===== src/rtl/serial_peer.sv =====
// serial_peer
// Host/terminal-side 8N1 UART peer for the PDP-8 console link. Characters
// pushed by the host are queued in a 4-entry FIFO and sent on tx_line
// (toward the CPU rx pin). Characters arriving on rx_line (from the CPU tx
// pin) are captured into a holding register with a valid/ack handshake.
//
// Ports:
//   clk           system clock, rising edge
//   reset         asynchronous, active-low reset
//   host_data     character to send, bit 0 first
//   host_valid    host_data valid this cycle
//   host_ready    FIFO not full (push on host_valid & host_ready)
//   tx_line       registered serial output, idles high
//   rx_line       asynchronous serial input
//   rx_data       last received character
//   rx_valid      rx_data holds an unconsumed character
//   rx_ack        consume the held character
//   rx_overrun    a character arrived while rx_valid was high
//   framing_error stop bit of the held character sampled low
//   busy          transmitter mid-frame or FIFO non-empty
module serial_peer #(
  parameter int CLKS_PER_BIT = 10417
) (
  input  logic       clk,
  input  logic       reset,
  input  logic [7:0] host_data,
  input  logic       host_valid,
  output logic       host_ready,
  output logic       tx_line,
  input  logic       rx_line,
  output logic [7:0] rx_data,
  output logic       rx_valid,
  input  logic       rx_ack,
  output logic       rx_overrun,
  output logic       framing_error,
  output logic       busy
);

  localparam int CW = 16;
  localparam logic [CW-1:0] BIT_LAST  = CW'(CLKS_PER_BIT - 1);
  localparam logic [CW-1:0] HALF_LAST = CW'(CLKS_PER_BIT / 2 - 1);

  // ---------------------------------------------------------------------
  // TX FIFO
  // ---------------------------------------------------------------------
  logic [7:0] fifo_mem [4];
  logic [1:0] wr_ptr;
  logic [1:0] rd_ptr;
  logic [2:0] count;
  logic [2:0] count_next;
  logic       push;
  logic       pop;

  assign push       = host_valid & host_ready;
  assign count_next = count + {2'b00, push} - {2'b00, pop};

  always_ff @(posedge clk or negedge reset) begin
    if (!reset) begin
      for (int i = 0; i < 4; i++) fifo_mem[i] <= 8'h00;
      wr_ptr     <= 2'd0;
      rd_ptr     <= 2'd0;
      count      <= 3'd0;
      host_ready <= 1'b1;
    end else begin
      if (push) begin
        fifo_mem[wr_ptr] <= host_data;
        wr_ptr           <= wr_ptr + 2'd1;
      end
      if (pop) rd_ptr <= rd_ptr + 2'd1;
      count      <= count_next;
      host_ready <= (count_next != 3'd4);
    end
  end

  // ---------------------------------------------------------------------
  // TX FSM
  // ---------------------------------------------------------------------
  typedef enum logic [1:0] {TX_IDLE, TX_START, TX_DATA, TX_STOP} tx_state_t;

  tx_state_t       tx_state, tx_state_next;
  logic [CW-1:0]   tx_cnt, tx_cnt_next;
  logic [2:0]      tx_idx, tx_idx_next;
  logic [7:0]      tx_shift, tx_shift_next;
  logic            tx_line_next;
  logic            busy_next;

  always_ff @(posedge clk or negedge reset) begin
    if (!reset) begin
      tx_state <= TX_IDLE;
      tx_cnt   <= '0;
      tx_idx   <= 3'd0;
      tx_shift <= 8'h00;
      tx_line  <= 1'b1;
      busy     <= 1'b0;
    end else begin
      tx_state <= tx_state_next;
      tx_cnt   <= tx_cnt_next;
      tx_idx   <= tx_idx_next;
      tx_shift <= tx_shift_next;
      tx_line  <= tx_line_next;
      busy     <= busy_next;
    end
  end

  // The line level is registered from the next state so that the start bit
  // appears on the edge that pops the character.
  always_comb begin
    tx_state_next = tx_state;
    tx_cnt_next   = tx_cnt;
    tx_idx_next   = tx_idx;
    tx_shift_next = tx_shift;
    pop           = 1'b0;

    case (tx_state)
      TX_IDLE: begin
        if (count != 3'd0) begin
          pop           = 1'b1;
          tx_shift_next = fifo_mem[rd_ptr];
          tx_cnt_next   = BIT_LAST;
          tx_state_next = TX_START;
        end
      end
      TX_START: begin
        if (tx_cnt == '0) begin
          tx_cnt_next   = BIT_LAST;
          tx_idx_next   = 3'd0;
          tx_state_next = TX_DATA;
        end else begin
          tx_cnt_next = tx_cnt - 16'd1;
        end
      end
      TX_DATA: begin
        if (tx_cnt == '0) begin
          tx_cnt_next = BIT_LAST;
          if (tx_idx == 3'd7) begin
            tx_state_next = TX_STOP;
          end else begin
            tx_idx_next   = tx_idx + 3'd1;
            tx_shift_next = {1'b0, tx_shift[7:1]};
          end
        end else begin
          tx_cnt_next = tx_cnt - 16'd1;
        end
      end
      TX_STOP: begin
        if (tx_cnt == '0) begin
          // Back-to-back frames: chain straight into the next start bit.
          if (count != 3'd0) begin
            pop           = 1'b1;
            tx_shift_next = fifo_mem[rd_ptr];
            tx_cnt_next   = BIT_LAST;
            tx_state_next = TX_START;
          end else begin
            tx_state_next = TX_IDLE;
          end
        end else begin
          tx_cnt_next = tx_cnt - 16'd1;
        end
      end
      default: tx_state_next = TX_IDLE;
    endcase

    case (tx_state_next)
      TX_START: tx_line_next = 1'b0;
      TX_DATA:  tx_line_next = tx_shift_next[0];
      default:  tx_line_next = 1'b1;
    endcase

    busy_next = (tx_state_next != TX_IDLE) || (count_next != 3'd0);
  end

  // ---------------------------------------------------------------------
  // RX synchronizer
  // ---------------------------------------------------------------------
  logic rx_meta;
  logic rx_sync;

  // Reset to 0 so a receiver must see a genuine high before arming.
  always_ff @(posedge clk or negedge reset) begin
    if (!reset) begin
      rx_meta <= 1'b0;
      rx_sync <= 1'b0;
    end else begin
      rx_meta <= rx_line;
      rx_sync <= rx_meta;
    end
  end

  // ---------------------------------------------------------------------
  // RX FSM and holding register
  // ---------------------------------------------------------------------
  typedef enum logic [2:0] {RX_ARM, RX_IDLE, RX_START, RX_DATA, RX_STOP} rx_state_t;

  rx_state_t       rx_state, rx_state_next;
  logic [CW-1:0]   rx_cnt, rx_cnt_next;
  logic [2:0]      rx_idx, rx_idx_next;
  logic [7:0]      rx_shift, rx_shift_next;
  logic [7:0]      rx_data_next;
  logic            rx_valid_next;
  logic            rx_overrun_next;
  logic            framing_error_next;
  logic            deliver;

  always_ff @(posedge clk or negedge reset) begin
    if (!reset) begin
      rx_state      <= RX_ARM;
      rx_cnt        <= '0;
      rx_idx        <= 3'd0;
      rx_shift      <= 8'h00;
      rx_data       <= 8'h00;
      rx_valid      <= 1'b0;
      rx_overrun    <= 1'b0;
      framing_error <= 1'b0;
    end else begin
      rx_state      <= rx_state_next;
      rx_cnt        <= rx_cnt_next;
      rx_idx        <= rx_idx_next;
      rx_shift      <= rx_shift_next;
      rx_data       <= rx_data_next;
      rx_valid      <= rx_valid_next;
      rx_overrun    <= rx_overrun_next;
      framing_error <= framing_error_next;
    end
  end

  // Sampling points sit at mid-bit: a half-bit wait after the start edge,
  // then full-bit steps. The stop sample hands off to IDLE at once so the
  // next start edge is caught within half a bit.
  always_comb begin
    rx_state_next      = rx_state;
    rx_cnt_next        = rx_cnt;
    rx_idx_next        = rx_idx;
    rx_shift_next      = rx_shift;
    rx_data_next       = rx_data;
    rx_valid_next      = rx_valid;
    rx_overrun_next    = rx_overrun;
    framing_error_next = framing_error;
    deliver            = 1'b0;

    case (rx_state)
      RX_ARM: begin
        if (rx_sync) rx_state_next = RX_IDLE;
      end
      RX_IDLE: begin
        if (!rx_sync) begin
          rx_cnt_next   = HALF_LAST;
          rx_state_next = RX_START;
        end
      end
      RX_START: begin
        if (rx_cnt == '0) begin
          if (rx_sync) begin
            rx_state_next = RX_IDLE;
          end else begin
            rx_cnt_next   = BIT_LAST;
            rx_idx_next   = 3'd0;
            rx_state_next = RX_DATA;
          end
        end else begin
          rx_cnt_next = rx_cnt - 16'd1;
        end
      end
      RX_DATA: begin
        if (rx_cnt == '0) begin
          rx_shift_next = {rx_sync, rx_shift[7:1]};
          rx_cnt_next   = BIT_LAST;
          if (rx_idx == 3'd7) rx_state_next = RX_STOP;
          else                rx_idx_next   = rx_idx + 3'd1;
        end else begin
          rx_cnt_next = rx_cnt - 16'd1;
        end
      end
      RX_STOP: begin
        if (rx_cnt == '0) begin
          deliver       = 1'b1;
          rx_state_next = RX_IDLE;
        end else begin
          rx_cnt_next = rx_cnt - 16'd1;
        end
      end
      default: rx_state_next = RX_ARM;
    endcase

    // An ack on the delivery edge frees the holder, so the new character
    // replaces the old one instead of counting as an overrun.
    if (deliver) begin
      if (!rx_valid || rx_ack) begin
        rx_data_next       = rx_shift;
        framing_error_next = ~rx_sync;
        rx_valid_next      = 1'b1;
        rx_overrun_next    = 1'b0;
      end else begin
        rx_overrun_next = 1'b1;
      end
    end else if (rx_ack && rx_valid) begin
      rx_valid_next      = 1'b0;
      rx_overrun_next    = 1'b0;
      framing_error_next = 1'b0;
    end
  end

endmodule


===== config.mk =====
export PLATFORM = sky130hd
export DESIGN_NAME = serial_peer
export DESIGN_NICKNAME = d
export VERILOG_FILES = /design/src/rtl/serial_peer.sv
export SDC_FILE = /design/constraint.sdc
export NUM_CORES = 1
export LEC_CHECK = 0
export ABC_AREA = 1
export BUFFER_PORTS_ARGS = -buffer_cell sky130_fd_sc_hd__buf_4
export CAP_MARGIN = 20
export CORE_MARGIN = 8
export CORE_UTILIZATION = 62
export DETAILED_ROUTE_END_ITERATION = 16
export PLACE_DENSITY = 0.87
export SLEW_MARGIN = 20
export SYNTH_ARGS = -nofsm -noshare
export SYNTH_HDL_FRONTEND = slang
export SYNTH_SLANG_ARGS = --single-unit

===== constraint.sdc =====
create_clock -name clk -period 3.85 [get_ports clk]
set_clock_uncertainty 0.2 [all_clocks]
set_input_delay 0.1925 -clock clk [delete_from_list [all_inputs] [get_ports clk]]
set_output_delay 0.1925 -clock clk [all_outputs]
set_load 0.05 [all_outputs]

---- Yosys cells after proc, flatten, opt, wreduce, memory -nomap -nowiden ----
Cells that the tools add are included.
cells by class
  $add $sub $neg .......................... 8
  $lt $le $gt $ge ......................... 3
  equality and inequality tests ........... 27
  muxes and demuxes ....................... 58
  bitwise gates (word level) .............. 4
  reductions and logical operators ........ 26
operators with widths
  cell                                                 count
  two-way mux 16 bit                                   8
  one-hot mux 16 bit (4 select lines)                  1
  two-way mux 8 bit                                    7
  one-hot mux 16 bit (3 select lines)                  1
  two-way mux 3 bit                                    13
  bitwise mux 32 bit                                   1
  logical NOT 16 bit                                   2
  subtractor 16 x 1 -> 16 bit (second input constant)  2
  inequality test 2 bit (second input constant)        13
  one-hot mux 8 bit (3 select lines)                   1
  binary-select mux 8 bit (select 2 bit)               1
  demux 8 bit (select 2 bit)                           1
  one-hot mux 3 bit (5 select lines)                   1
  two-way mux 1 bit                                    12
  two-way mux 2 bit                                    6
  one-hot mux 3 bit (2 select lines)                   2
  AND reduction 4 bit                                  3
  == test 3 bit (second input constant)                3
  nonzero test 3 bit                                   3
  one-hot mux 2 bit (4 select lines)                   1
  nonzero test 2 bit                                   4
  adder 3 x 1 -> 3 bit (second input constant)         2
  == test 2 bit (second input constant)                3
  == test 3 x 2 -> 1 bit (second input constant)       2
  other kinds (23)                                     33
storage, ports and cells
  register bits ........................... 114
  bits of input ports ..................... 13
  word-level logic and storage cells ...... 151

---- Longest topological paths before layout ----
  word-level depth ........................ 8
  mapped depth ............................ 16
  depth with buffers taken out ............ 16

---- Worst setup path before layout ----
No wires, ideal clock.
  path type ............................... register to register
  from .................................... register tx_cnt[0]
  to ...................................... register busy
  setup time .............................. 131 ps
  data arrival time ....................... 2557 ps
  required time ........................... 3519 ps
  setup slack ............................. 962 ps
  cell stages (with the launch flop) ...... 17
  buffers on the path ..................... 0
  clock period less this slack ............ 2888 ps
  path through ............................ dfrtp_1 inv_1 ha_1 nand2_1 nor2_4 nand3_1 nand2_2 nand3_1 inv_1 ha_1 inv_1 ha_1 fa_1 xnor2_1 xor2_1 nor3_1 nand3_1
on the way
  cells in the longest elaborated chain, start to end .. 6
RTL lines
  element                             line  text
  from (decl)                         81    logic [CW-1:0] tx_cnt, tx_cnt_next;
  from (signal assigned)              97    tx_cnt <= tx_cnt_next;
  logical NOT 16 bit                  146   if (tx_cnt == '0) begin
  two-way mux 1 bit                   146
  one-hot mux 1 bit (2 select lines)  114   case (tx_state)
  named net pop                       52    logic pop;
  subtractor 3 x 1 -> 3 bit           55    assign count_next = count + {2'b00, push} - {2'b00, pop};
  named net count_next[2]             50    logic [2:0] count_next;
  nonzero test 3 bit                  169   busy_next = (tx_state_next != TX_IDLE) || (count_next != 3'd0);
  logical OR 1 bit                    169
  named net busy_next                 85    logic busy_next;
  to (signal assigned)                101   busy <= busy_next;
  to (decl)                           36    output logic busy
The timed path passes the listed nets, and every way through them passes these cells.
A chain may end at the register's enable or synchronous reset.

---- Worst setup path after layout ----
  from .................................... register tx_cnt[1]
  to ...................................... register busy
Same word-level chain as after synthesis.

==> results.toml <==
[cts]
cts-buffers-inserted = 17
cts_resized = 0
h_tree_levels = 4
clkSinkCount = 114
max-clock-path-buffers = 2
clkTransAtPathRegs_ns = 0.06
clk_latency_ns = 0.52
cts.root.buffer_cell = "clkbuf_8"
tritoncts_clock_tree = "built"

[min_path]
min-delay-path-class = "in -> async"

[critical_path]
setup_crit_end_kind = "flip-flop"
critical-path-max-stage-delay_ns = 0.39
path_cells = "inv_1 > ha_1 > nand2_1 > nor2_4 > nand3_1 > nand2_2 > nand3_1 > inv_1 > ha_1 > inv_1 > ha_1 > fa_1 > xnor2_1 > xor2_1 > nor3_1 > nand3_1"
critPathLaunchType = "flip-flop"
path_max_fanout = 9
critical_path.top_delay_family = "simple AND/OR/NAND/NOR gates"
worstReg2RegStart = "tx_cnt[1]"
cp.buffers_inverters = 3
critical_path_required_ns = 4.04
critPathSlowestCell = "fa_1"
critical_path_arrival_ns = 3.58
rr_endpoint = "busy"
rrSetupSlack_ns = 0.46
reg2reg_depth = 16
critPathKind = "reg -> reg"

[layout]
final_net_count = 814
share_of_layout_cells_above_drive_strength_1_pct = 14.3
final_common_cell = "nand2_1"
fin_util_pct = 73.3
diode_count = 0
most-common-layout-cells = "203 x nand2_1, 112 x dfrtp_1, 79 x o21ai_0"
syn2layout_area_growth_pct = 16.8

[placement]
dpl.hpwl_mm = 9.42
port_buffers = 26
routabilityCongestion = 0.946

[routing]
route.detailed.vias_per_inst = 5.81
wirelength_mm = 15.2
drt-wirelength-per-cell_um = 16.3
detailed_route_via_count = 5391
detailedRoute.firstIterationViolations = 457
detail_route.drc_violations = 0
antenna_violating_nets_post_route = 0
drt_pre_antenna_iters = 5

[yosys]
ys_ff_latch = 114
synth.yosys.seq_area_share_pct = 47.2
yosysWarningCount = 0
synth.cell_area_um2 = 6040
ys_types = 42
syn_avg_cell_area_um2 = 8.20
syn-instance-count = 737
syn_nets = 768

[sta]
slew_violations = 0
final_hold_viol_count = 0
worst_slew_margin_rel_pct = 54.4
highest_clock_rate_mhz = 295
worst_slew_pin_slew_ns = 0.685
setup_total_negative_slack_ns = 0
finalSetupViolations = 0
finalCriticalPeriod_ns = 3.39
rsz0062_at_grt = "false"
fin_crit_sh_pct = 88.1

[pwr]
power.sequential.fraction_pct = 38.9
cellLeakagePower_nw = 3.48
cell_internal_pwr_w = 0.00273
power_density_nw_per_um2 = 571
total_switching_power_w = 0.00130
switching_share_pct = 32.3
p_clk_share_pct = 39.5
irDropWorstVdd_mv = 0.420
comb_power_share_pct = 21.6

[floorplan]
ioPinCount = 27
core_region_area_um2 = 9640
floorplan.rows = 36
chipHeight_um = 115
design.die.area_um2 = 13200
die_width_um = 115
floorplan.initialDensity_pct = 62.7

[grt]
grt_pass1_wl_mm = 25.6
initial_antenna_violation_count = 0
grt_pass1_vias = 5510
grt_util_all_layers_pct = 24.5
global_route_total_overflow = 0
grt_start_max_net_pins = 55

[run_status]
run_status = "finished, final reports clean"

[job]
drv.max_cap_violation_count = 0
## per-stage QoR
step / cells / power (W) / worst slack, ns / hold WS, ns / area [um^2]
after global routing: 928 / 0.00423 / 0.231 / 0.0985 / 7060
final: 928 / 0.00403 / 0.457 / 0.0663 / 7060
after global placement: 885 / 0.00233 / 0.772 / 0.0670 / 6340
after CTS: 928 / 0.00400 / 0.491 / 0.0792 / 7060
after floorplan: 737 / 0.00218 / 0.962 / -0.303 / 6040
after detailed placement: 885 / 0.00239 / 0.565 / 0.0787 / 6340
## repair_timing
action | 4_1_cts | 5_1_grt
hold buffers | 12 | 0
endpoints found under the hold margin | 91 | 0
buffers inserted | 0 | 0
## cell families (layout without fill, tap and decap cells)
group | count (synthesis) | in the layout | synth area share, %
buffers and inverters | 99 | 157 | 6.71
xor gates and xnor gates | 24 | 24 | 3.48
and+or+nand+nor | 352 | 352 | 26.4
AOI/OAI and AO/OA | 130 | 130 | 12.3
DFF | 114 | 114 | 47.2
adders and majority gates | 18 | 18 | 3.85
## synthesized netlist by cell type
library cell | count | share of area (%)
xnor2_1 | 6 | 0.87
nand4_4 | 1 | 0.35
o2111ai_1 | 1 | 0.14
a21oi_1 | 14 | 1.2
nand2_4 | 4 | 0.75
ha_1 | 17 | 3.5
o21ai_2 | 12 | 1.7
o221ai_1 | 2 | 0.29
nand4_1 | 9 | 0.93
nand3b_2 | 1 | 0.19
nor2_4 | 7 | 1.3
inv_4 | 1 | 0.10
o21ai_1 | 5 | 0.41
nand2_1 | 203 | 13
nand3_1 | 43 | 3.6
a32oi_1 | 1 | 0.14
clkbuf_1 | 8 | 0.50
dfrtp_1 | 112 | 46
a21boi_0 | 1 | 0.12
nand2_2 | 8 | 0.83
dfstp_2 | 2 | 0.87
fa_1 | 1 | 0.33
a22oi_1 | 3 | 0.37
buf_6 | 4 | 0.75
o31ai_1 | 3 | 0.37
o21a_1 | 1 | 0.12
a21oi_2 | 2 | 0.29
inv_2 | 6 | 0.37
buf_2 | 1 | 0.083
or2_2 | 2 | 0.21
nor2_2 | 8 | 0.83
o21ai_0 | 79 | 6.5
nor3_1 | 8 | 0.66
xor2_1 | 18 | 2.6
nor3_4 | 1 | 0.27
clkinv_1 | 1 | 0.062
nor2_1 | 54 | 3.4
nor2_8 | 1 | 0.33
inv_1 | 78 | 4.8
nor3b_1 | 1 | 0.12
o22ai_1 | 6 | 0.62
nor4_1 | 1 | 0.10
## power groups by stage
stage	Sequential (W)	Combinational, W	Clock [W]
floorplan	0.00154	0.000633	0
global placement	0.00156	0.000769	0
detailed placement	0.00157	0.000818	0
CTS	0.00156	0.000854	0.00159
global route	0.00159	0.000984	0.00166
finish	0.00157	0.000870	0.00159
## final cells by class
class	instances	area, um^2
timing repair buffer	40	330
multi-input combinational	524	2780
tap	133	166
fill	645	2580
sequential	114	2860
clock inverter	9	129
inverter	86	325
clock buffer	22	473
## routing by layer
| metal | vias to the layer above | track usage (%) | share of wire (%) |
|---|---|---|---|
| li1 | 2474 | - | - |
| met1 | 2613 | 28.0 | 39 |
| met2 | 249 | 42.0 | 52 |
| met3 | 55 | 6.04 | 5.7 |
| met4 | 0 | 12.8 | 3.3 |
| met5 | - | 0 | 0 |
## sequential cells by signal, summed over array words and instances, names as in the netlist, 2 cells and up
register / count
fifo_mem: 32
rx_cnt: 16
tx_cnt: 16
rx_data: 8
rx_shift: 8
tx_shift: 8
count: 3
rx_idx: 3
rx_state: 3
tx_idx: 3
rd_ptr: 2
tx_state: 2
wr_ptr: 2
## worst max-delay path by stage
stage | start | to | cells after the start | slack [ns]
after detailed placement | tx_cnt[0] | busy | 16 | 0.56
final | tx_cnt[1] | busy | 16 | 0.46
after floorplan | tx_cnt[0] | busy | 16 | 0.96
after global routing | tx_cnt[0] | busy | 16 | 0.23
after global placement | tx_cnt[1] | busy | 16 | 0.77
after CTS | tx_cnt[0] | busy | 16 | 0.49
Note: power is estimated with default switching activity, not from simulation.
